### config.mk
export PLATFORM = sky130hd
export DESIGN_NAME = ysyx_23060096_mem_arbiter
export DESIGN_NICKNAME = d
export VERILOG_FILES = /design/src/rtl/ysyx_23060096_pkg.sv /design/src/rtl/ysyx_23060096_rr_arb2.sv /design/src/rtl/ysyx_23060096_mem_arbiter.sv
export SDC_FILE = /design/constraint.sdc
export NUM_CORES = 1
export LEC_CHECK = 0
export CORE_AREA = 5 5 108 110
export CTS_CLUSTER_DIAMETER = 50
export CTS_CLUSTER_SIZE = 12
export DETAILED_ROUTE_END_ITERATION = 10
export DIE_AREA = 0 0 113 115
export DONT_BUFFER_PORTS = 1
export HOLD_SLACK_MARGIN = 0.03
export RECOVER_POWER = 50
export REMOVE_ABC_BUFFERS = 1
export SYNTH_ARGS = -nofsm -noshare
export SYNTH_HDL_FRONTEND = slang
export SYNTH_SLANG_ARGS = --single-unit
### constraint.sdc
create_clock -name clk -period 2.04 [get_ports clk]
set_clock_uncertainty 0.05 [all_clocks]
set_input_delay 0.612 -clock clk [delete_from_list [all_inputs] [get_ports clk]]
set_output_delay 0.612 -clock clk [all_outputs]
set_load 0.05 [all_outputs]
### src/rtl/ysyx_23060096_pkg.sv
// Shared encodings for the NPC memory arbiter: FSM states, transaction owner,
// and a helper that turns a one-hot grant into an owner.
package ysyx_23060096_pkg;

  typedef enum logic [1:0] {
    ST_IDLE = 2'd0,
    ST_REQ  = 2'd1,
    ST_RSP  = 2'd2
  } state_e;

  typedef enum logic {
    OWN_IFU = 1'b0,
    OWN_LSU = 1'b1
  } owner_e;

  // Grant bit 0 is the IFU, bit 1 the LSU.
  function automatic owner_e grant_owner(input logic [1:0] grant);
    return grant[1] ? OWN_LSU : OWN_IFU;
  endfunction

endpackage

### src/rtl/ysyx_23060096_rr_arb2.sv
// Two-way round-robin arbiter: on a conflict the requester that did not win
// last time gets the grant. Bit 0 = IFU, bit 1 = LSU; grant is one-hot or zero.
module ysyx_23060096_rr_arb2
  import ysyx_23060096_pkg::*;
(
  input  logic [1:0] i_req,
  input  owner_e     i_last_grant,
  output logic [1:0] o_grant
);

  always_comb begin
    // NOTE: default assignment first so no path through this block infers a latch.
    o_grant = 2'b00;
    case (i_req)
      2'b01:   o_grant = 2'b01;
      2'b10:   o_grant = 2'b10;
      2'b11:   o_grant = (i_last_grant == OWN_LSU) ? 2'b01 : 2'b10;
      default: o_grant = 2'b00;
    endcase
  end

endmodule

### src/rtl/ysyx_23060096_mem_arbiter.sv
// Shares the single NPC memory port between IFU and LSU, one transaction at a
// time, with a response watchdog that answers on memory's behalf if it stalls.
module ysyx_23060096_mem_arbiter
  import ysyx_23060096_pkg::*;
#(
  parameter int unsigned ADDR_W      = 32,
  parameter int unsigned DATA_W      = 32,
  parameter int unsigned RSP_TIMEOUT = 1024
) (
  input  logic                clk,
  input  logic                rstn,
  input  logic                ifu_req_valid,
  output logic                ifu_req_ready,
  input  logic [ADDR_W-1:0]   ifu_addr,
  output logic                ifu_rsp_valid,
  input  logic                ifu_rsp_ready,
  output logic [DATA_W-1:0]   ifu_rdata,
  output logic                ifu_rsp_err,
  input  logic                lsu_req_valid,
  output logic                lsu_req_ready,
  input  logic [ADDR_W-1:0]   lsu_addr,
  input  logic                lsu_wen,
  input  logic [DATA_W-1:0]   lsu_wdata,
  input  logic [DATA_W/8-1:0] lsu_wmask,
  output logic                lsu_rsp_valid,
  input  logic                lsu_rsp_ready,
  output logic [DATA_W-1:0]   lsu_rdata,
  output logic                lsu_rsp_err,
  output logic                mem_req_valid,
  input  logic                mem_req_ready,
  output logic [ADDR_W-1:0]   mem_addr,
  output logic                mem_wen,
  output logic [DATA_W-1:0]   mem_wdata,
  output logic [DATA_W/8-1:0] mem_wmask,
  input  logic                mem_rsp_valid,
  output logic                mem_rsp_ready,
  input  logic [DATA_W-1:0]   mem_rdata,
  output logic                timeout_err
);

  localparam int unsigned CNT_W = $clog2(RSP_TIMEOUT + 1);
  localparam logic [CNT_W-1:0] CNT_MAX  = CNT_W'(RSP_TIMEOUT);
  localparam logic [CNT_W-1:0] CNT_LAST = CNT_W'(RSP_TIMEOUT - 1);
  localparam logic [CNT_W-1:0] CNT_ONE  = CNT_W'(1);

  state_e              r_state;
  owner_e              r_owner;
  owner_e              r_last_grant;
  logic [CNT_W-1:0]    r_cnt;
  logic                r_timeout_err;
  logic [ADDR_W-1:0]   r_addr;
  logic                r_wen;
  logic [DATA_W-1:0]   r_wdata;
  logic [DATA_W/8-1:0] r_wmask;

  logic [1:0]          w_grant;
  owner_e              w_win;
  logic                w_idle;
  logic                w_rsp;
  logic                w_accept;
  logic                w_wd_fire;
  logic                w_owner_rsp_ready;
  logic                w_rsp_valid;
  logic [DATA_W-1:0]   w_rdata;

  ysyx_23060096_rr_arb2 u_rr_arb2 (
    .i_req        ({lsu_req_valid, ifu_req_valid}),
    .i_last_grant (r_last_grant),
    .o_grant      (w_grant)
  );

  assign w_win    = grant_owner(w_grant);
  assign w_idle   = (r_state == ST_IDLE);
  assign w_rsp    = (r_state == ST_RSP);
  assign w_accept = w_idle && (w_grant != 2'b00);

  assign ifu_req_ready = w_idle && w_grant[0];
  assign lsu_req_ready = w_idle && w_grant[1];

  // Once the counter saturates the arbiter owns the response, not memory.
  assign w_wd_fire         = w_rsp && (r_cnt == CNT_MAX);
  assign w_owner_rsp_ready = (r_owner == OWN_LSU) ? lsu_rsp_ready : ifu_rsp_ready;
  assign w_rsp_valid       = w_rsp && (w_wd_fire || mem_rsp_valid);
  assign w_rdata           = w_wd_fire ? '0 : mem_rdata;

  assign ifu_rsp_valid = w_rsp_valid && (r_owner == OWN_IFU);
  assign lsu_rsp_valid = w_rsp_valid && (r_owner == OWN_LSU);
  assign ifu_rsp_err   = w_wd_fire && (r_owner == OWN_IFU);
  assign lsu_rsp_err   = w_wd_fire && (r_owner == OWN_LSU);
  assign ifu_rdata     = w_rdata;
  assign lsu_rdata     = w_rdata;
  assign mem_rsp_ready = w_rsp && !w_wd_fire && w_owner_rsp_ready;

  assign mem_req_valid = (r_state == ST_REQ);
  assign mem_addr      = r_addr;
  assign mem_wen       = r_wen;
  assign mem_wdata     = r_wdata;
  assign mem_wmask     = r_wmask;
  assign timeout_err   = r_timeout_err;

  always_ff @(posedge clk) begin
    // NOTE: every register here is state, so only non-blocking assignments;
    // the request field registers are reset too so mem_* reads 0 after reset.
    if (!rstn) begin
      r_state       <= ST_IDLE;
      r_owner       <= OWN_IFU;
      r_last_grant  <= OWN_LSU;
      r_cnt         <= '0;
      r_timeout_err <= 1'b0;
      r_addr        <= '0;
      r_wen         <= 1'b0;
      r_wdata       <= '0;
      r_wmask       <= '0;
    end else begin
      case (r_state)
        ST_IDLE: begin
          if (w_accept) begin
            r_owner      <= w_win;
            r_last_grant <= w_win;
            r_state      <= ST_REQ;
            if (w_win == OWN_LSU) begin
              r_addr  <= lsu_addr;
              r_wen   <= lsu_wen;
              r_wdata <= lsu_wdata;
              r_wmask <= lsu_wmask;
            end else begin
              r_addr  <= ifu_addr;
              r_wen   <= 1'b0;
              r_wdata <= '0;
              r_wmask <= '0;
            end
          end
        end
        ST_REQ: begin
          if (mem_req_ready) begin
            r_state <= ST_RSP;
            r_cnt   <= '0;
          end
        end
        ST_RSP: begin
          if (w_wd_fire || mem_rsp_valid) begin
            if (w_owner_rsp_ready) r_state <= ST_IDLE;
          end else begin
            r_cnt <= r_cnt + CNT_ONE;
            if (r_cnt == CNT_LAST) r_timeout_err <= 1'b1;
          end
        end
        default: r_state <= ST_IDLE;
      endcase
    end
  end

endmodule

# After elaboration in Yosys (flattened, before gate mapping)
# Cells that the tools add are included.
[op_classes]
n_addsub = 1
eq_ne = 12
n_mux = 17
bitwise_logic = 2
n_reduce_logical = 20
[ops]
columns = ["operator", "n"]
rows = [
  ["$mux W32", 3],
  ["$mux W11", 2],
  ["$pmux W11 S2", 1],
  ["$pmux W2 S3", 2],
  ["$add A11 B1 Y11 const B", 1],
  ["$eq A11 B10 Y1 const B", 1],
  ["$eq A11 B11 Y1 const B", 1],
  ["$logic_and A1 B1 Y1", 11],
  ["$mux W2", 5],
  ["$ne A2 B1 Y1 const B", 4],
  ["$eq A2 B2 Y1 const B", 3],
  ["$reduce_and A3 Y1", 2],
  ["$eq A2 B1 Y1 const B", 2],
  ["$mux W4", 1],
  ["$reduce_and A4 Y1", 1],
  ["$reduce_bool A2 Y1", 2],
  ["$mux W1", 3],
  ["$logic_not A2 Y1", 1],
  ["$ne A2 B2 Y1 const B", 1],
  ["$not A1 Y1", 2],
  ["$reduce_and A2 Y1", 1],
  ["$logic_not A1 Y1", 1],
  ["$logic_or A1 B1 Y1", 1],
]
[totals]
register_bits = 85
inputBits = 141
output_inout_bits = 142
word_cells = 61

# Longest topological paths before layout
# Gate-level depths: netlist (run 1).
[depth]
word_depth = 6
mapped_depth = 8
mapped_depth_nobuf = 6

# Hierarchy
# From an unflattened synthesis (run 1), not the netlist that was laid out.
[unflattened]
hier_cells = 448
area_unflattened_um2 = 4005.1
[by_module_without_submodules]
columns = ["mod", "n_inst", "cells_per_inst", "area_each_um2", "seq_area_each_um2"]
rows = [
  ["ysyx_23060096_mem_arbiter", 1, 445, 3986.3, 1701.6],
  ["ysyx_23060096_rr_arb2", 1, 3, 18.8, 0.0],
]

# Worst setup path before layout (run 1)
# OpenSTA, ideal clock, no wires.
[synth_path]
path_kind = "reg2out"
from = "reg r_cnt[0]"
to = "out mem_rsp_ready"
arrival_ps = 2034
required_time_ps = 1378
path_slack_ps = -656
stages_incl_launch_ff = 6
path_buffers = 0
cell_sequence = "dfxtp_1 inv_1 ha_1 nor2b_1 and3_1 nor3b_1"
[synth_between]
elab_chain_len = 5
[synth_lines]
columns = ["item", "line_no", "source"]
rows = [
  ["from (decl)", "ysyx_23060096_mem_arbiter.sv:49", "logic [CNT_W-1:0] r_cnt;"],
  ["from (signal assigned)", "ysyx_23060096_mem_arbiter.sv:144", "r_cnt <= r_cnt + CNT_ONE;"],
  ["$eq A11 B11 Y1", "ysyx_23060096_mem_arbiter.sv:81", "assign w_wd_fire = w_rsp && (r_cnt == CNT_MAX);"],
  ["$logic_and A1 B1 Y1", "ysyx_23060096_mem_arbiter.sv:81", ""],
  ["$logic_not A1 Y1", "ysyx_23060096_mem_arbiter.sv:92", "assign mem_rsp_ready = w_rsp && !w_wd_fire && w_owner_rsp_ready;"],
  ["$logic_and A1 B1 Y1 (2 in a row)", "ysyx_23060096_mem_arbiter.sv:92", ""],
  ["to (decl)", "ysyx_23060096_mem_arbiter.sv:36", "output logic mem_rsp_ready,"],
]
# No other way between the ends.

# Worst setup path after layout (run 1)
[layout_path]
from = "reg r_cnt[5]"
to = "out ifu_rdata[16]"
[layout_between]
elab_chain_len = 3
[layout_lines]
columns = ["item", "line_no", "source"]
rows = [
  ["$eq A11 B11 Y1", "ysyx_23060096_mem_arbiter.sv:81", ""],
  ["$logic_and A1 B1 Y1", "ysyx_23060096_mem_arbiter.sv:81", ""],
  ["$mux W32", "ysyx_23060096_mem_arbiter.sv:84", "assign w_rdata = w_wd_fire ? '0 : mem_rdata;"],
  ["to (decl)", "ysyx_23060096_mem_arbiter.sv:17", "output logic [DATA_W-1:0] ifu_rdata,"],
]
# No other way between the ends.

==> results of run 1 <==
-- stage by stage --
stage	utilization [%]	setup WS (ns)	instances	total power, W	hold slack, ns
after global placement	43.82	-0.1651	589	0.003302	0.4322
after detailed placement	43.82	-0.2225	589	0.003333	0.4501
after floorplan	-	-1.710	380	0.002938	0.4072
final	48.83	-0.4658	615	0.004596	0.3211
after CTS	48.10	-0.4954	611	0.004660	0.2816
after global routing	48.83	-0.5511	615	0.004811	0.3007
-- routing by layer --
layer,vias to the layer above,global-route usage [%],wire length (um)
met1,1600,21.92,5050
met2,153,29.23,6089
met5,-,0,0
met4,0,4.647,163
met3,15,5.684,828
li1,1582,-,-
-- cells by family after synthesis --
kind of cell | count (synthesis) | synth area share, %
AND/OR/NAND/NOR | 116 | 15.26
buffers and inverters | 104 | 13.53
multiplexers | 4 | 1.048
XOR/XNOR | 1 | 0.2293
flip-flops | 85 | 44.55
AO/OA/AOI/OAI | 131 | 24.73
adder cells (fa/ha/maj) | 2 | 0.6550
-- cell usage after synthesis --
| master | n | area [sq um] |
|---|---|---|
| a21oi_1 | 39 | 195.2 |
| a2111oi_2 | 1 | 15.01 |
| ha_1 | 2 | 25.02 |
| buf_1 | 1 | 3.750 |
| xnor2_1 | 1 | 8.760 |
| a31o_1 | 1 | 8.760 |
| nand3_1 | 5 | 25.02 |
| and2_1 | 34 | 212.7 |
| o221ai_1 | 32 | 280.3 |
| nor2b_1 | 3 | 18.77 |
| or3b_1 | 1 | 8.760 |
| nand4_1 | 2 | 12.51 |
| or4_1 | 1 | 7.510 |
| nor4b_1 | 1 | 8.760 |
| o41ai_1 | 1 | 8.760 |
| nor3b_1 | 1 | 7.510 |
| dfxtp_1 | 85 | 1702 |
| clkinv_1 | 1 | 3.750 |
| nand2_1 | 14 | 52.55 |
| and3_1 | 2 | 12.51 |
| buf_2 | 5 | 25.02 |
| a21boi_1 | 1 | 7.510 |
| nand3b_1 | 1 | 7.510 |
| a31oi_1 | 1 | 6.260 |
| o2111ai_1 | 3 | 26.28 |
| o21ai_0 | 5 | 25.02 |
| mux2i_1 | 4 | 40.04 |
| a2111o_1 | 5 | 56.30 |
| nor2_1 | 45 | 168.9 |
| and4_1 | 1 | 8.760 |
| nand2b_1 | 3 | 18.77 |
| o211ai_1 | 3 | 22.52 |
| clkbuf_1 | 25 | 93.84 |
| o21a_1 | 1 | 7.510 |
| inv_1 | 40 | 150.1 |
| buf_4 | 32 | 240.2 |
| nor4_1 | 2 | 12.51 |
| a22oi_1 | 38 | 285.3 |
-- flip-flops by register name (all words and copies together), names as in the netlist --
register,flops
timeout_err,1
r_state,2
mem_wdata,32
r_last_grant,1
r_owner,1
mem_addr,32
r_cnt,11
mem_wen,1
mem_wmask,4
-- worst min path at each step --
stage / from / to / depth (start not counted)
2_1_floorplan: r_cnt[8] / r_cnt[8] / 2
3_3_place_gp: r_cnt[6] / r_cnt[6] / 2
3_5_place_dp: r_cnt[6] / r_cnt[6] / 2
4_1_cts: rstn / r_last_grant / 1
5_1_grt: rstn / r_last_grant / 1
6_report: rstn / r_last_grant / 1
-- worst max-delay path, delay by kind of cell (launching register included) --
kind	cells	cell delay [ns]
AND/OR/NAND/NOR	4	0.69
buffers and inverters	3	0.48
flip-flops	1	0.33
-- power groups by stage --
stage | logic, W | registers (W) | clock network [W]
after floorplan | 0.000599 | 0.00234 | 0
after CTS | 0.00102 | 0.00234 | 0.00131
after global routing | 0.00109 | 0.00235 | 0.00136
final | 0.00102 | 0.00234 | 0.00124
after global placement | 0.000931 | 0.00237 | 0
after detailed placement | 0.000959 | 0.00237 | 0
-- what timing repair did --
item | 4_1_cts | 5_1_grt
buffers inserted | 2 | 5
gates resized for setup | 60 | 20
pin swaps | 36 | 6
gates cloned | 4 | 0
endpoints found under the setup margin | 71 | 71
-- area by class of cell --
cell class / count / area (sq um)
multi-input cells: 254 / 1809
fillers: 978 / 5425
inverters: 41 / 155.1
repair buffers: 79 / 1112
clock inverters: 5 / 65.06
well taps: 140 / 175.2
flip-flops and latches: 85 / 1709
clock buffers: 11 / 151.4
==> impl_metrics.ini, run 1 <==
[detailed_routing]
num_vias = 3350
drc = 0
wl_um = 12130
drt-initial-drc-count = 122
detail-route-antenna-nets = 0
viasPerCell = 5.447
first_pass_iters = 6
wl_per_cell_um = 19.73

[pwr]
p_sw_share_pct = 38.16
clkPwrFrac_pct = 27.0
leakage_nw = 2.146
internal_power_w = 0.002842
powerDensity_nw_per_um2 = 887.7
peakVddDrop_uv = 334.8
seqPwrFrac_pct = 50.8
pwr-share-comb_pct = 22.1
switchingPower_w = 0.001754

[die]
die_h_um = 115
pin_count = 283
initial_utilization_pct = 36.03
die_x_um = 113
coreArea_sq_um = 10600
die_area_sq_um = 13000
rows = 38

[worst_setup_path]
cp-start-kind = flop
crit_slowest_cell = dfxtp_2
path_class = flop to output port
ff2ff_path_depth = 9
cpPeakStageDelay_ns = 0.33
rrSetupSlack_ns = 0.02
cp.arrival_ns = 1.84
crit_start = r_cnt[5]
r2r-end = mem_wdata[15]
endpoint_kind = output port
cp_max_fo = 8
r2r-start = r_state[1]
crit_required_ns = 1.38
endpoint = ifu_rdata[16]
worstPathCellList = nor4_2 -> buf_4 -> and3_4 -> nand2_8 -> buf_6 -> and2_4 -> buf_12

[sta]
worst_slew_pin_slew_ns = 0.8197
fin_crit_ns = 2.506
relSlewSlack_pct = 45.35
hold_viol = 0
tns_ns = -31.22
fmaxAchievable_mhz = 399.1
finalMaxSlewViolations = 0
setup_viol = 71
postLayoutSetupSlackWorst_ns = -0.4658
rsz0062_at_grt = true
fin_crit_sh_pct = 122.8

[clocking]
h-tree-depth = 3
cts_max_path_buffers = 2
ctsHoldBuffers = 0
cts_tree = built
cts_sinks = 85
clkLatencyLatePin_ns = 0.34
cts_buffers = 9
clockRootBuffer = clkbuf_8
path_clk_slew_ns = 0.09

[finish]
diodes = 0
layout_common_cells = dfxtp_1, nor2_1, a21oi_1
layout-drive-gt1-share_pct = 32.42
final_common_cell = dfxtp_1
finalNetCount = 613
area_delta_synth_final_pct = 35.54
fin_area_sq_um = 5177

[placement]
post_dp_cell_area_sq_um = 4646
portBuffers = 0
place_congestion = 0.8069
hpwlAfterDp_um = 9016

[grt]
grt_pass1_vias = 3369
grt_max_degree = 41
grt_util_all_layers_pct = 17.52
grt-ovfl-total = 0
grt_pass1_wl_um = 18150
antenna_found_initial = 0

[logic_synthesis]
yosysSeqAreaShare_pct = 44.55
synth_seq_cells = 85
synthCells = 443
synthDistinctLibCells = 38
ys_warn_count = 0
syn_area_sq_um = 3820
avgSynthCellArea_sq_um = 8.623

[hold_path]
hold_path_class = primary input to flop

[run_status]
violations = setup timing
outcome = finished with violations

[job]
maxCapViolations = 0
Power figures use the tool's default switching activity.
==> run 2, diff against run 1 <==
- CAP_MARGIN: default -> 20
==> results of run 2 <==
Same layout as run 1: the final DEF is identical, and so are final timing and power.
==> run 3, diff against run 2 <==
- GPL_ROUTABILITY_DRIVEN: default -> 1
==> results of run 3 <==
Same layout as run 1: the final DEF is identical, and so are final timing and power.
